==> src/rtl/dmem_lsu.sv <==
// dmem_lsu: byte-addressed load/store unit in front of word-addressed DMEM, with read-modify-write for sub-word stores.
// Optional per-type response counters: define DMEM_LSU_STATS_EN.
module dmem_lsu #(
    parameter int MEM_RD_LATENCY = 1,
    parameter int ADDR_W = 15
) (
    input  logic              clock,
    input  logic              reset,
    input  logic              req_valid,
    output logic              req_ready,
    input  logic              req_write,
    input  logic [1:0]        req_size,
    input  logic              req_unsigned,
    input  logic [ADDR_W-1:0] req_addr,
    input  logic [31:0]       req_wdata,
    output logic              resp_valid,
    output logic [31:0]       resp_rdata,
    output logic              resp_error,
    output logic [ADDR_W-3:0] mem_address,
    output logic [31:0]       mem_data_in,
    output logic              mem_read_write,
    input  logic [31:0]       mem_data_out
`ifdef DMEM_LSU_STATS_EN
    ,
    output logic [15:0]       stat_loads,
    output logic [15:0]       stat_stores,
    output logic [15:0]       stat_errors
`endif
);
    typedef enum logic [2:0] {IDLE, READ, WAIT, WRITE, RESP} state_t;

    state_t            state_q, state_d;
    logic [ADDR_W-1:0] addr_q;
    logic [1:0]        size_q;
    logic              write_q, uns_q, err_q;
    logic [31:0]       wdata_q, word_q, merged, load_val;
    logic [1:0]        cnt_q;
    logic              accept, misalign, last_wait;
    logic [7:0]        lane_b;
    logic [15:0]       lane_h;

    assign accept    = req_valid && req_ready;
    assign misalign  = (req_size == 2'b11) || (req_size == 2'b01 && req_addr[0])
                    || (req_size == 2'b10 && req_addr[1:0] != 2'b00);
    assign last_wait = cnt_q == 2'(MEM_RD_LATENCY - 1);

    always_ff @(posedge clock or negedge reset) begin
        if (!reset) state_q <= IDLE;
        else        state_q <= state_d;
    end

    always_comb begin
        state_d = state_q;
        case (state_q)
            IDLE:  if (accept) state_d = misalign ? RESP : (req_write && req_size == 2'b10) ? WRITE : READ;
            READ:  state_d = WAIT;
            WAIT:  if (last_wait) state_d = write_q ? WRITE : RESP;
            WRITE: state_d = RESP;
            RESP:  state_d = IDLE;
            default: state_d = IDLE;
        endcase
    end

    always_ff @(posedge clock or negedge reset) begin
        if (!reset) begin
            addr_q  <= '0;
            size_q  <= '0;
            write_q <= 1'b0;
            uns_q   <= 1'b0;
            err_q   <= 1'b0;
            wdata_q <= '0;
            word_q  <= '0;
            cnt_q   <= '0;
        end else begin
            if (accept) begin
                addr_q  <= req_addr;
                size_q  <= req_size;
                write_q <= req_write;
                uns_q   <= req_unsigned;
                err_q   <= misalign;
                wdata_q <= req_wdata;
            end
            if (state_q == READ) cnt_q <= '0;
            if (state_q == WAIT) cnt_q <= cnt_q + 2'd1;
            if (state_q == WAIT && last_wait) word_q <= mem_data_out;
        end
    end

    assign lane_b = word_q[{addr_q[1:0], 3'b000} +: 8];
    assign lane_h = word_q[{addr_q[1], 4'b0000} +: 16];
    assign load_val = size_q == 2'b00 ? {{24{~uns_q & lane_b[7]}}, lane_b}
                    : size_q == 2'b01 ? {{16{~uns_q & lane_h[15]}}, lane_h} : word_q;

    // Untouched lanes come from the word just read back, since DMEM has no byte enables
    always_comb begin
        merged = word_q;
        if (size_q == 2'b00) merged[{addr_q[1:0], 3'b000} +: 8] = wdata_q[7:0];
        else                 merged[{addr_q[1], 4'b0000} +: 16] = wdata_q[15:0];
    end

    assign req_ready      = state_q == IDLE && reset;
    assign resp_valid     = state_q == RESP;
    assign resp_error     = resp_valid && err_q;
    assign resp_rdata     = (resp_valid && !err_q && !write_q) ? load_val : '0;
    assign mem_address    = (state_q == READ || state_q == WAIT || state_q == WRITE) ? addr_q[ADDR_W-1:2] : '0;
    assign mem_read_write = state_q == WRITE;
    assign mem_data_in    = state_q == WRITE ? (size_q == 2'b10 ? wdata_q : merged) : '0;

`ifdef DMEM_LSU_STATS_EN
    always_ff @(posedge clock or negedge reset) begin
        if (!reset) begin
            stat_loads  <= '0;
            stat_stores <= '0;
            stat_errors <= '0;
        end else if (resp_valid) begin
            if (err_q && stat_errors != 16'hFFFF) stat_errors <= stat_errors + 16'd1;
            if (!err_q && write_q && stat_stores != 16'hFFFF) stat_stores <= stat_stores + 16'd1;
            if (!err_q && !write_q && stat_loads != 16'hFFFF) stat_loads <= stat_loads + 16'd1;
        end
    end
`endif
endmodule

==> config.mk <==
export PLATFORM = sky130hd
export DESIGN_NAME = dmem_lsu
export DESIGN_NICKNAME = d
export VERILOG_FILES = /design/src/rtl/dmem_lsu.sv
export SDC_FILE = /design/constraint.sdc
export NUM_CORES = 1
export LEC_CHECK = 0
export BUFFER_PORTS_ARGS = -buffer_cell sky130_fd_sc_hd__buf_2
export CAP_MARGIN = 0
export CORE_MARGIN = 10
export CORE_UTILIZATION = 52
export CTS_BUF_LIST = sky130_fd_sc_hd__clkbuf_8
export CTS_CLUSTER_SIZE = 20
export DETAILED_ROUTE_END_ITERATION = 6
export GPL_TIMING_DRIVEN = 0
export PLACE_DENSITY = 0.8
export SLEW_MARGIN = 20
export SYNTH_ARGS = -nofsm -noshare
export SYNTH_HDL_FRONTEND = slang
export SYNTH_SLANG_ARGS = --single-unit
==> constraint.sdc <==
create_clock -name clock -period 4.6 [get_ports clock]
set_input_delay 0.46 -clock clock [delete_from_list [all_inputs] [get_ports clock]]
set_output_delay 0.46 -clock clock [all_outputs]
set_load 0.01 [all_outputs]
==> impl_metrics.env, run 1 <==
export IMPL_status="finished, final reports clean"
export IMPL_multi_input_area_um2=2700
export IMPL_finalPower_w=0.00443
export IMPL_place_hpwl_mm=14.4
export IMPL_cts_made_buffers=9
export IMPL_finClkSkew_ns=0.0109
export IMPL_h_tree_depth=3
export IMPL_postCtsSetupRepairBufs=0
export IMPL_r2r_start="cnt_q[0]$_DFFE_PN0P_"
export IMPL_grt_pass1_wl_mm=28.8
export IMPL_final_nets=789
export IMPL_die_w_um=120
export IMPL_synth_warnings=0
export IMPL_setup_slack_ns=1.05
export IMPL_min_period_ns=3.55
export IMPL_synth_cells=519
export IMPL_start_util=0.534
export IMPL_drt_iter0_markers=489
export IMPL_crit_top_cell="buf_2"
export IMPL_io_pins=167
export IMPL_grt_max_degree=54
export IMPL_hold_violations=0
export IMPL_synth_seq_cells=89
export IMPL_portBuffers=166
export IMPL_routed_wl_mm=18.6
export IMPL_cts_resized=0
export IMPL_area_growth_pct=24.0
export IMPL_r2r_setup_slack_ns=2.32
export IMPL_cp_slowest_cell="nor3_1"
export IMPL_drv_slew=0
export IMPL_hold_class="in -> async"
export IMPL_root_buffer="clkbuf_8"
export IMPL_design_core_area_um2=9820
export IMPL_maxSlewHeadroom=0.307
export IMPL_avgSynthCellArea_um2=10.1
export IMPL_syn_area_um2=5250
export IMPL_clk_pin_slew_ns=0.10
export IMPL_fmax_ghz=0.282
export IMPL_yosysUniqueCellTypes=43
export IMPL_cp_data_arrival_time_ns=3.09
export IMPL_yosysSeqAreaShare=0.425
export IMPL_clk_latency_ns=0.39
export IMPL_place_ws_ns=1.62
export IMPL_path_class="reg -> out"
export IMPL_power_density_nw_per_um2=680
export IMPL_antenna_left=0
export IMPL_fill_cells=833
export IMPL_endpoint_kind="primary output"
export IMPL_cts_tree="built"
export IMPL_timing_setup_tns_ns=0
export IMPL_layout_common_cells="buf_2, dfrtp_1, mux2_2, o21ai_0, nand2_1"
export IMPL_drive_gt1_frac=0.396
export IMPL_n_antenna_cell=0
export IMPL_clock_path_buffers=2
export IMPL_ctsHoldBuffers=0
export IMPL_critPathMaxFanout=8
export IMPL_drtPass1Iterations=6
export IMPL_seq_area_um2=2230
export IMPL_viasPerCell=6.08
export IMPL_grt_pass1_vias=5253
export IMPL_grt_setup_unrepaired="false"
export IMPL_die_area_um2=14500
export IMPL_worstMarginPinSlew_ns=1.03
export IMPL_antenna_found_initial=0
export IMPL_power_leakage_nw=3.06
export IMPL_routabilityCongestion=1.02
export IMPL_critPathLaunchType="register"
export IMPL_mostFrequentLayoutCell="buf_2"
export IMPL_r2r_worst_path_cells=6
export IMPL_wl_per_cell_um=22.2
export IMPL_syn_nets=611
export IMPL_num_vias=5073
export IMPL_setup_viol=0
export IMPL_fin_crit_sh=0.772
export IMPL_route_detailed_drc=0
export IMPL_cts_num_sinks=89
export IMPL_maxCapViolations=0
export IMPL_grt_usage=0.250
export IMPL_crit_chain="buf_2 -> inv_1 -> ha_1 -> nand2_1 -> nor3_1 -> a221oi_1 -> a211oi_1 -> buf_2"
export IMPL_r2r_end="word_q[8]$_DFFE_PN0P_"
export IMPL_rows=36
export IMPL_ir_worst_vdd_mv=0.448
export IMPL_die_h_um=120
export IMPL_cp_required_ns=4.14
export IMPL_cpPeakStageDelay_ns=0.79
export IMPL_overflow=0
## logic make-up after synthesis
family | synth area share
adders and majority gates | 0.0143
and+or+nand+nor | 0.122
buffers and inverters | 0.0601
AOI/OAI and AO/OA | 0.187
DFF | 0.425
muxes | 0.192
## metrics by stage
stage	utilization	std cells	hold slack, ns	area (um^2)
2_1_floorplan	-	519	0.164	5250
3_3_place_gp	0.636	818	0.460	6240
3_5_place_dp	0.639	819	0.464	6270
4_1_cts	0.663	835	0.0363	6510
5_1_grt	0.663	835	0.0622	6510
6_report	0.663	835	0.0305	6510
## per-layer routing
metal | share of wire | wire length, um | global-route usage | vias to the layer above
li1 | - | - | - | 2285
met1 | 0.39 | 7270 | 0.306 | 2463
met2 | 0.47 | 8740 | 0.400 | 275
met3 | 0.11 | 2010 | 0.0791 | 50
met4 | 0.029 | 535 | 0.104 | 0
met5 | 0 | 0 | 0 | -
## sequential cells by signal (all words and copies together), names as in the netlist
signal   flops
wdata_q     32
word_q      32
addr_q      15
state_q      3
cnt_q        2
size_q       2
err_q        1
uns_q        1
write_q      1
## how the worst max path moves through the flow
| stage | startpoint | to | slack [ns] | cells past startpoint |
|---|---|---|---|---|
| after global placement | reset | wdata_q[15]$_DFFE_PN0P_ | 0.60 | 5 |
| after detailed placement | addr_q[1]$_DFFE_PN0P_ | mem_data_in[30] | 1.62 | 7 |
| after floorplan | addr_q[1]$_DFFE_PN0P_ | mem_data_in[16] | 2.17 | 7 |
| after global routing | addr_q[1]$_DFFE_PN0P_ | mem_data_in[16] | 0.90 | 8 |
| final | addr_q[1]$_DFFE_PN0P_ | mem_data_in[15] | 1.05 | 8 |
| after CTS | addr_q[1]$_DFFE_PN0P_ | mem_data_in[30] | 1.17 | 7 |
## cells in the mapped netlist (all sizes together)
| master | count | area share |
|---|---|---|
| and2 | 15 | 0.018 |
| or2 | 3 | 0.0036 |
| nor3 | 15 | 0.014 |
| mux2i | 14 | 0.027 |
| a221o | 5 | 0.0095 |
| inv | 30 | 0.021 |
| nor2 | 25 | 0.018 |
| o32a | 1 | 0.0019 |
| nand3b | 1 | 0.0014 |
| nand2 | 33 | 0.024 |
| nand3 | 3 | 0.0029 |
| o211ai | 1 | 0.0014 |
| a22o | 5 | 0.0083 |
| ha | 6 | 0.014 |
| clkinv | 1 | 0.00071 |
| nor4 | 4 | 0.0088 |
| nor4b | 1 | 0.0017 |
| o22ai | 28 | 0.033 |
| a22oi | 2 | 0.0029 |
| buf | 21 | 0.027 |
| a2111oi | 8 | 0.013 |
| clkbuf | 15 | 0.011 |
| o21a | 1 | 0.0014 |
| a221oi | 18 | 0.030 |
| nand2b | 3 | 0.0036 |
| nand4b | 1 | 0.0029 |
| nor3b | 2 | 0.0038 |
| and3 | 6 | 0.0072 |
| a211oi | 12 | 0.017 |
| nor2b | 9 | 0.011 |
| o21ai | 40 | 0.038 |
| mux2 | 63 | 0.14 |
| mux4 | 7 | 0.030 |
| a21oi | 27 | 0.026 |
| nor4bb | 1 | 0.0019 |
| dfrtp | 89 | 0.42 |
| a31oi | 3 | 0.0036 |
## final cells by class
class                   instances  share of cell area
clock buffers                  10              0.0211
flip-flops and latches         89               0.342
inverters                      31              0.0179
repair buffers                167               0.132
clock inverters                 6              0.0148
well taps                     133              0.0256
multi-input cells             363               0.415
plain buffers                  36              0.0306
## power by group
group | switching (W) | total, W | leakage, nW | internal, W
clock network | 0.000312 | 0.000641 | 0.115 | 0.000328
registers | 0.000538 | 0.00171 | 1.07 | 0.00117
logic | 0.00113 | 0.00207 | 1.88 | 0.000949
## worst max-delay path: cells and delay by family (launching register included)
family,cells,cell delay [ns]
flops,1,0.38
fa+ha+maj,1,0.37
buf+inv,3,0.54
compound gates,2,0.54
simple gates,2,0.86
No activity file was read; power rests on OpenSTA's default activity.
==> run 2, diff against run 1 <==
- clock period: 4.6 -> 3.6 ns (I/O delays scaled with it)
==> run 2 against run 1 <==
First-iteration DRC count grew 22%. Clock-buffer cell count is the same. Global-route usage is essentially flat. Die area is the same. Final area grew 0.15%. Clock skew grew 0.0011 ns. Flip-flop and latch count is the same. Core utilization grew 0.10 points. Via count grew 0.24%.
==> impl_metrics.env, run 2 (synthesis results as in run 1) <==
export IMPL_design_core_area_um2=9820
export IMPL_io_pins=167
export IMPL_critical_path_buf_inv_count=3
export IMPL_antenna_left=0
export IMPL_layout_common_cells="buf_2, dfrtp_1, mux2_2, o21ai_0, nand2_1"
export IMPL_crit_family="simple AND/OR/NAND/NOR gates"
export IMPL_die_w_um=120
export IMPL_path_class="reg -> out"
export IMPL_hold_violations=0
export IMPL_final_nets=790
export IMPL_crit_top_cell="buf_2"
export IMPL_critPathLaunchType="register"
export IMPL_r2r_end="word_q[8]$_DFFE_PN0P_"
export IMPL_stdcell_count=836
export IMPL_routabilityCongestion=1.02
export IMPL_crit_end="mem_data_in[15]"
export IMPL_fmax_ghz=0.296
export IMPL_hold_class="in -> reg"
export IMPL_cp_required_ns=3.24
export IMPL_place_hpwl_mm=14.4
export IMPL_cp_data_arrival_time_ns=3.02
export IMPL_r2r_worst_path_cells=6
export IMPL_fin_crit_sh=0.939
export IMPL_cp_slowest_cell="nor3_1"
export IMPL_n_antenna_cell=0
export IMPL_crit_chain="buf_2 -> inv_1 -> ha_1 -> nand2_1 -> nor3_1 -> a221oi_1 -> a211oi_1 -> buf_2"
export IMPL_maxCapViolations=0
export IMPL_die_h_um=120
export IMPL_ir_worst_vdd_mv=0.574
export IMPL_root_buffer="clkbuf_8"
export IMPL_route_detailed_drc=0
export IMPL_drtPass1Iterations=6
export IMPL_wl_per_cell_um=22.2
export IMPL_endpoint_kind="primary output"
export IMPL_routed_wl_mm=18.5
export IMPL_power_density_nw_per_um2=867
export IMPL_worst_path_stages=8
export IMPL_grt_pass1_wl_mm=28.9
export IMPL_grt_max_degree=54
export IMPL_clk_latency_ns=0.39
export IMPL_cts_tree="built"
export IMPL_start_util=0.534
export IMPL_setup_viol=0
export IMPL_viasPerCell=6.08
export IMPL_critPathMaxFanout=8
export IMPL_die_area_um2=14500
export IMPL_drt_iter0_markers=595
export IMPL_area_growth_pct=24.2
export IMPL_clk_pin_slew_ns=0.10
export IMPL_cts_resized=0
export IMPL_grt_pass1_vias=5265
export IMPL_drv_slew=0
export IMPL_ctsHoldBuffers=1
export IMPL_startpoint="addr_q[1]$_DFFE_PN0P_"
export IMPL_reg_top3="wdata_q (32), word_q (32), addr_q (15)"
export IMPL_cts_num_sinks=89
export IMPL_portBuffers=166
export IMPL_fill_cells=832
export IMPL_post_place_cells=819
export IMPL_power_leakage_nw=3.07
export IMPL_antenna_found_initial=0
export IMPL_cpPeakStageDelay_ns=0.72
export IMPL_postCtsSetupRepairBufs=0
export IMPL_r2r_start="cnt_q[0]$_DFFE_PN0P_"
export IMPL_r2r_setup_slack_ns=1.33
export IMPL_overflow=0
export IMPL_mostFrequentLayoutCell="buf_2"
export IMPL_drive_gt1_frac=0.395
export IMPL_maxSlewHeadroom=0.332
export IMPL_min_period_ns=3.38
export IMPL_num_vias=5085
export IMPL_fin_util=0.664
export IMPL_finClkSkew_ns=0.0120
export IMPL_cts_made_buffers=9
export IMPL_clock_path_buffers=2
export IMPL_grt_usage=0.250
export IMPL_grt_setup_unrepaired="false"
export IMPL_status="finished, final reports clean"
export IMPL_h_tree_depth=3
export IMPL_worstMarginPinSlew_ns=0.994
export IMPL_rows=36
==> run 2: per-layer routing <==
metal / track usage / share of wire / up-vias
li1: - / - / 2288
met1: 0.305 / 0.40 / 2471
met2: 0.400 / 0.47 / 279
met3: 0.0800 / 0.11 / 47
met4: 0.106 / 0.029 / 0
met5: 0 / 0 / -
==> run 2: worst reg2reg max path: stages (launching register included) <==
cell and delay [ns]:
dfrtp_1 0.41, inv_1 0.09, ha_1 0.17, nand2_1 0.07, nor3_1 0.67, buf_2 0.38, mux2_2 0.37
==> run 2: worst min-delay path by stage <==
stage | startpoint | end | slack (ns) | depth (start not counted)
floorplan | reset | addr_q[0]$_DFFE_PN0P_ | 0.06 | 0
global placement | addr_q[10]$_DFFE_PN0P_ | addr_q[10]$_DFFE_PN0P_ | 0.46 | 1
detailed placement | reset | addr_q[8]$_DFFE_PN0P_ | 0.36 | 1
CTS | mem_data_out[19] | word_q[19]$_DFFE_PN0P_ | 0.16 | 3
global route | mem_data_out[19] | word_q[19]$_DFFE_PN0P_ | 0.18 | 3
finish | mem_data_out[19] | word_q[19]$_DFFE_PN0P_ | 0.17 | 3
==> run 2: where the power goes <==
| group | switching, W | total (W) | internal [W] |
|---|---|---|---|
| clock | 0.000399 | 0.000818 | 0.000420 |
| combinational | 0.00143 | 0.00265 | 0.00121 |
| sequential | 0.000686 | 0.00219 | 0.00150 |
| total | 0.00252 | 0.00565 | 0.00313 |
==> run 2: cell type report <==
| class | count | area, um^2 | area share |
|---|---|---|---|
| Buffer | 36 | 199 | 0.0305 |
| Clock buffer | 10 | 138 | 0.0211 |
| Clock inverter | 6 | 96.3 | 0.0148 |
| Inverter | 31 | 116 | 0.0179 |
| Multi-Input combinational cell | 363 | 2700 | 0.415 |
| Sequential cell | 89 | 2230 | 0.342 |
| Tap cell | 133 | 166 | 0.0255 |
| Timing Repair Buffer | 168 | 871 | 0.134 |
==> run 2: through the flow <==
stage	hold WS (ns)	instance area, um^2	setup WS, ns	power, W	setup TNS [ns]
2_1_floorplan	0.0644	5250	1.27	0.00382	0
3_3_place_gp	0.460	6240	-0.297	0.00468	-13.03
3_5_place_dp	0.364	6270	0.718	0.00477	0
4_1_cts	0.160	6520	0.271	0.00560	0
5_1_grt	0.179	6520	0.00369	0.00600	0
6_report	0.170	6520	0.219	0.00565	0
==> run 3, diff against run 2 <==
- CORE_UTILIZATION: 52 -> 40
- PLACE_DENSITY: 0.8 -> 0.64
==> run 3 against run 2 <==
Core utilization fell by 15 points. Worst hold slack improved by 0.0016 ns. Setup slack got worse by 0.11 ns. Clock power fell by 12%. Total power is 0.66% lower. Wire length up 6.4%. Final cell count grew 4.7%. Fmax shrank 3.3%. Sequential share of layout area down 0.092 points. Critical path type unchanged. Highest routed layer unchanged.
==> impl_metrics.env, run 3 (synthesis results as in run 1) <==
export IMPL_status="finished, final reports clean"
export IMPL_setup_viol=0
export IMPL_cts_made_buffers=9
export IMPL_use_met3=0.0727
export IMPL_design_core_area_um2=12700
export IMPL_n_antenna_cell=0
export IMPL_critPathMaxFanout=8
export IMPL_hold_class="in -> reg"
export IMPL_routed_wl_mm=19.7
export IMPL_grt_pass1_wl_mm=30.6
export IMPL_hold_violations=0
export IMPL_maxSlewHeadroom=0.293
export IMPL_grt_pass1_vias=5247
export IMPL_path_class="reg -> out"
export IMPL_place_hpwl_mm=15.5
export IMPL_num_vias=5023
export IMPL_antenna_found_initial=0
export IMPL_reg_top3="wdata_q (32), word_q (32), addr_q (15)"
export IMPL_drt_iter0_markers=385
export IMPL_endpoint_kind="primary output"
export IMPL_route_detailed_drc=0
export IMPL_min_period_ns=3.50
export IMPL_area_growth_pct=24.6
export IMPL_clk_pin_slew_ns=0.09
export IMPL_fmax_ghz=0.286
export IMPL_power_density_nw_per_um2=859
export IMPL_post_place_cells=858
export IMPL_rows=41
export IMPL_use_met1=0.269
export IMPL_place_ws_ns=0.570
export IMPL_cp_data_arrival_time_ns=3.14
export IMPL_cts_tree="built"
export IMPL_ir_worst_vdd_mv=0.394
export IMPL_fill_cells=1251
export IMPL_die_w_um=135
export IMPL_portBuffers=166
export IMPL_critPathLaunchType="register"
export IMPL_hold_slack_ns=0.172
export IMPL_antenna_left=0
export IMPL_viasPerCell=5.74
export IMPL_h_tree_depth=3
export IMPL_clk_latency_ns=0.39
export IMPL_grt_util_met2=0.345
export IMPL_grt_usage=0.216
export IMPL_final_nets=790
export IMPL_mostFrequentLayoutCell="buf_2"
export IMPL_maxCapViolations=0
export IMPL_routabilityCongestion=0.926
export IMPL_die_area_um2=18100
export IMPL_grt_setup_unrepaired="false"
export IMPL_start_util=0.412
export IMPL_grt_max_degree=49
export IMPL_gr_max_usage_layer="met2"
export IMPL_clock_path_buffers=2
export IMPL_stdcell_count=875
export IMPL_overflow=0
export IMPL_drtPass1Iterations=5
export IMPL_fin_crit_sh=0.971
export IMPL_die_h_um=135
export IMPL_layout_common_cells="buf_2, dfrtp_1, mux2_2, o21ai_0, nand2_1"
export IMPL_finClkSkew_ns=0.0108
export IMPL_finalPower_w=0.00562
export IMPL_cts_num_sinks=89
export IMPL_wl_per_cell_um=22.5
export IMPL_cp_required_ns=3.24
export IMPL_setup_slack_ns=0.105
export IMPL_io_pins=167
export IMPL_root_buffer="clkbuf_8"
export IMPL_worstMarginPinSlew_ns=1.05
export IMPL_power_leakage_nw=3.05
export IMPL_drive_gt1_frac=0.395
export IMPL_drv_slew=0
==> run 3: changes by cell type in the layout (fill, tap and decap cells not counted) <==
cell and change:
bufinv_16 -1, clkinv_2 +2, inv_8 -1
==> run 3: worst max-delay path: stages, from the launching register on <==
cell and delay [ns]:
dfrtp_1 0.38, buf_2 0.19, inv_1 0.14, ha_1 0.38, nand2_1 0.07, nor3_1 0.80, a221oi_1 0.18, a211oi_1 0.39
buf_2 0.22
==> run 3: final timing paths <==
check / start / end / slack, ns / cells past startpoint
max: addr_q[1]$_DFFE_PN0P_ / mem_data_in[15] / 0.10 / 8
min: mem_data_out[17] / word_q[17]$_DFFE_PN0P_ / 0.17 / 3
max reg2reg: cnt_q[0]$_DFFE_PN0P_ / word_q[14]$_DFFE_PN0P_ / 1.26 / 6
min reg2reg: addr_q[13]$_DFFE_PN0P_ / addr_q[13]$_DFFE_PN0P_ / 0.49 / 1
max in group asynchronous: reset / wdata_q[2]$_DFFE_PN0P_ / 2.46 / 3
min in group asynchronous: reset / addr_q[9]$_DFFE_PN0P_ / 0.51 / 2
==> run 3: report_power, final <==
group	switching [W]	internal (W)
Sequential	0.000725	0.00150
Clock	0.000379	0.000342
Combinational	0.00146	0.00121
Total	0.00256	0.00306
==> run 3: area by class of cell <==
cell class | count | area (um^2) | share of cell area
Clock buffer | 10 | 138 | 0.0211
Inverter | 31 | 116 | 0.0178
Multi-Input combinational cell | 363 | 2700 | 0.414
Timing Repair Buffer | 168 | 871 | 0.133
Sequential cell | 89 | 2230 | 0.341
Tap cell | 172 | 215 | 0.0329
Buffer | 36 | 199 | 0.0304
Clock inverter | 6 | 65.1 | 0.00996
==> run 3: repair_timing <==
action,CTS,global route
endpoints found under the setup margin,0,0
hold buffers,1,0
setup buffers,0,0
hold endpoints to repair,43,0
gates resized for setup,0,0
==> run 3: per-stage QoR <==
step	utilization	TNS [ns]	area, um^2
final	0.514	0	6540
after global routing	0.514	0	6540
after CTS	0.514	0	6540
after detailed placement	0.497	0	6320
after global placement	0.495	-19.14	6290
after floorplan	-	0	5250
==> run 3: routing by layer <==
metal	vias up	routed length (um)	part of all wire
met4	0	393	0.020
met5	-	0	0
met1	2454	8280	0.42
li1	2284	-	-
met2	253	9240	0.47
met3	32	1790	0.091
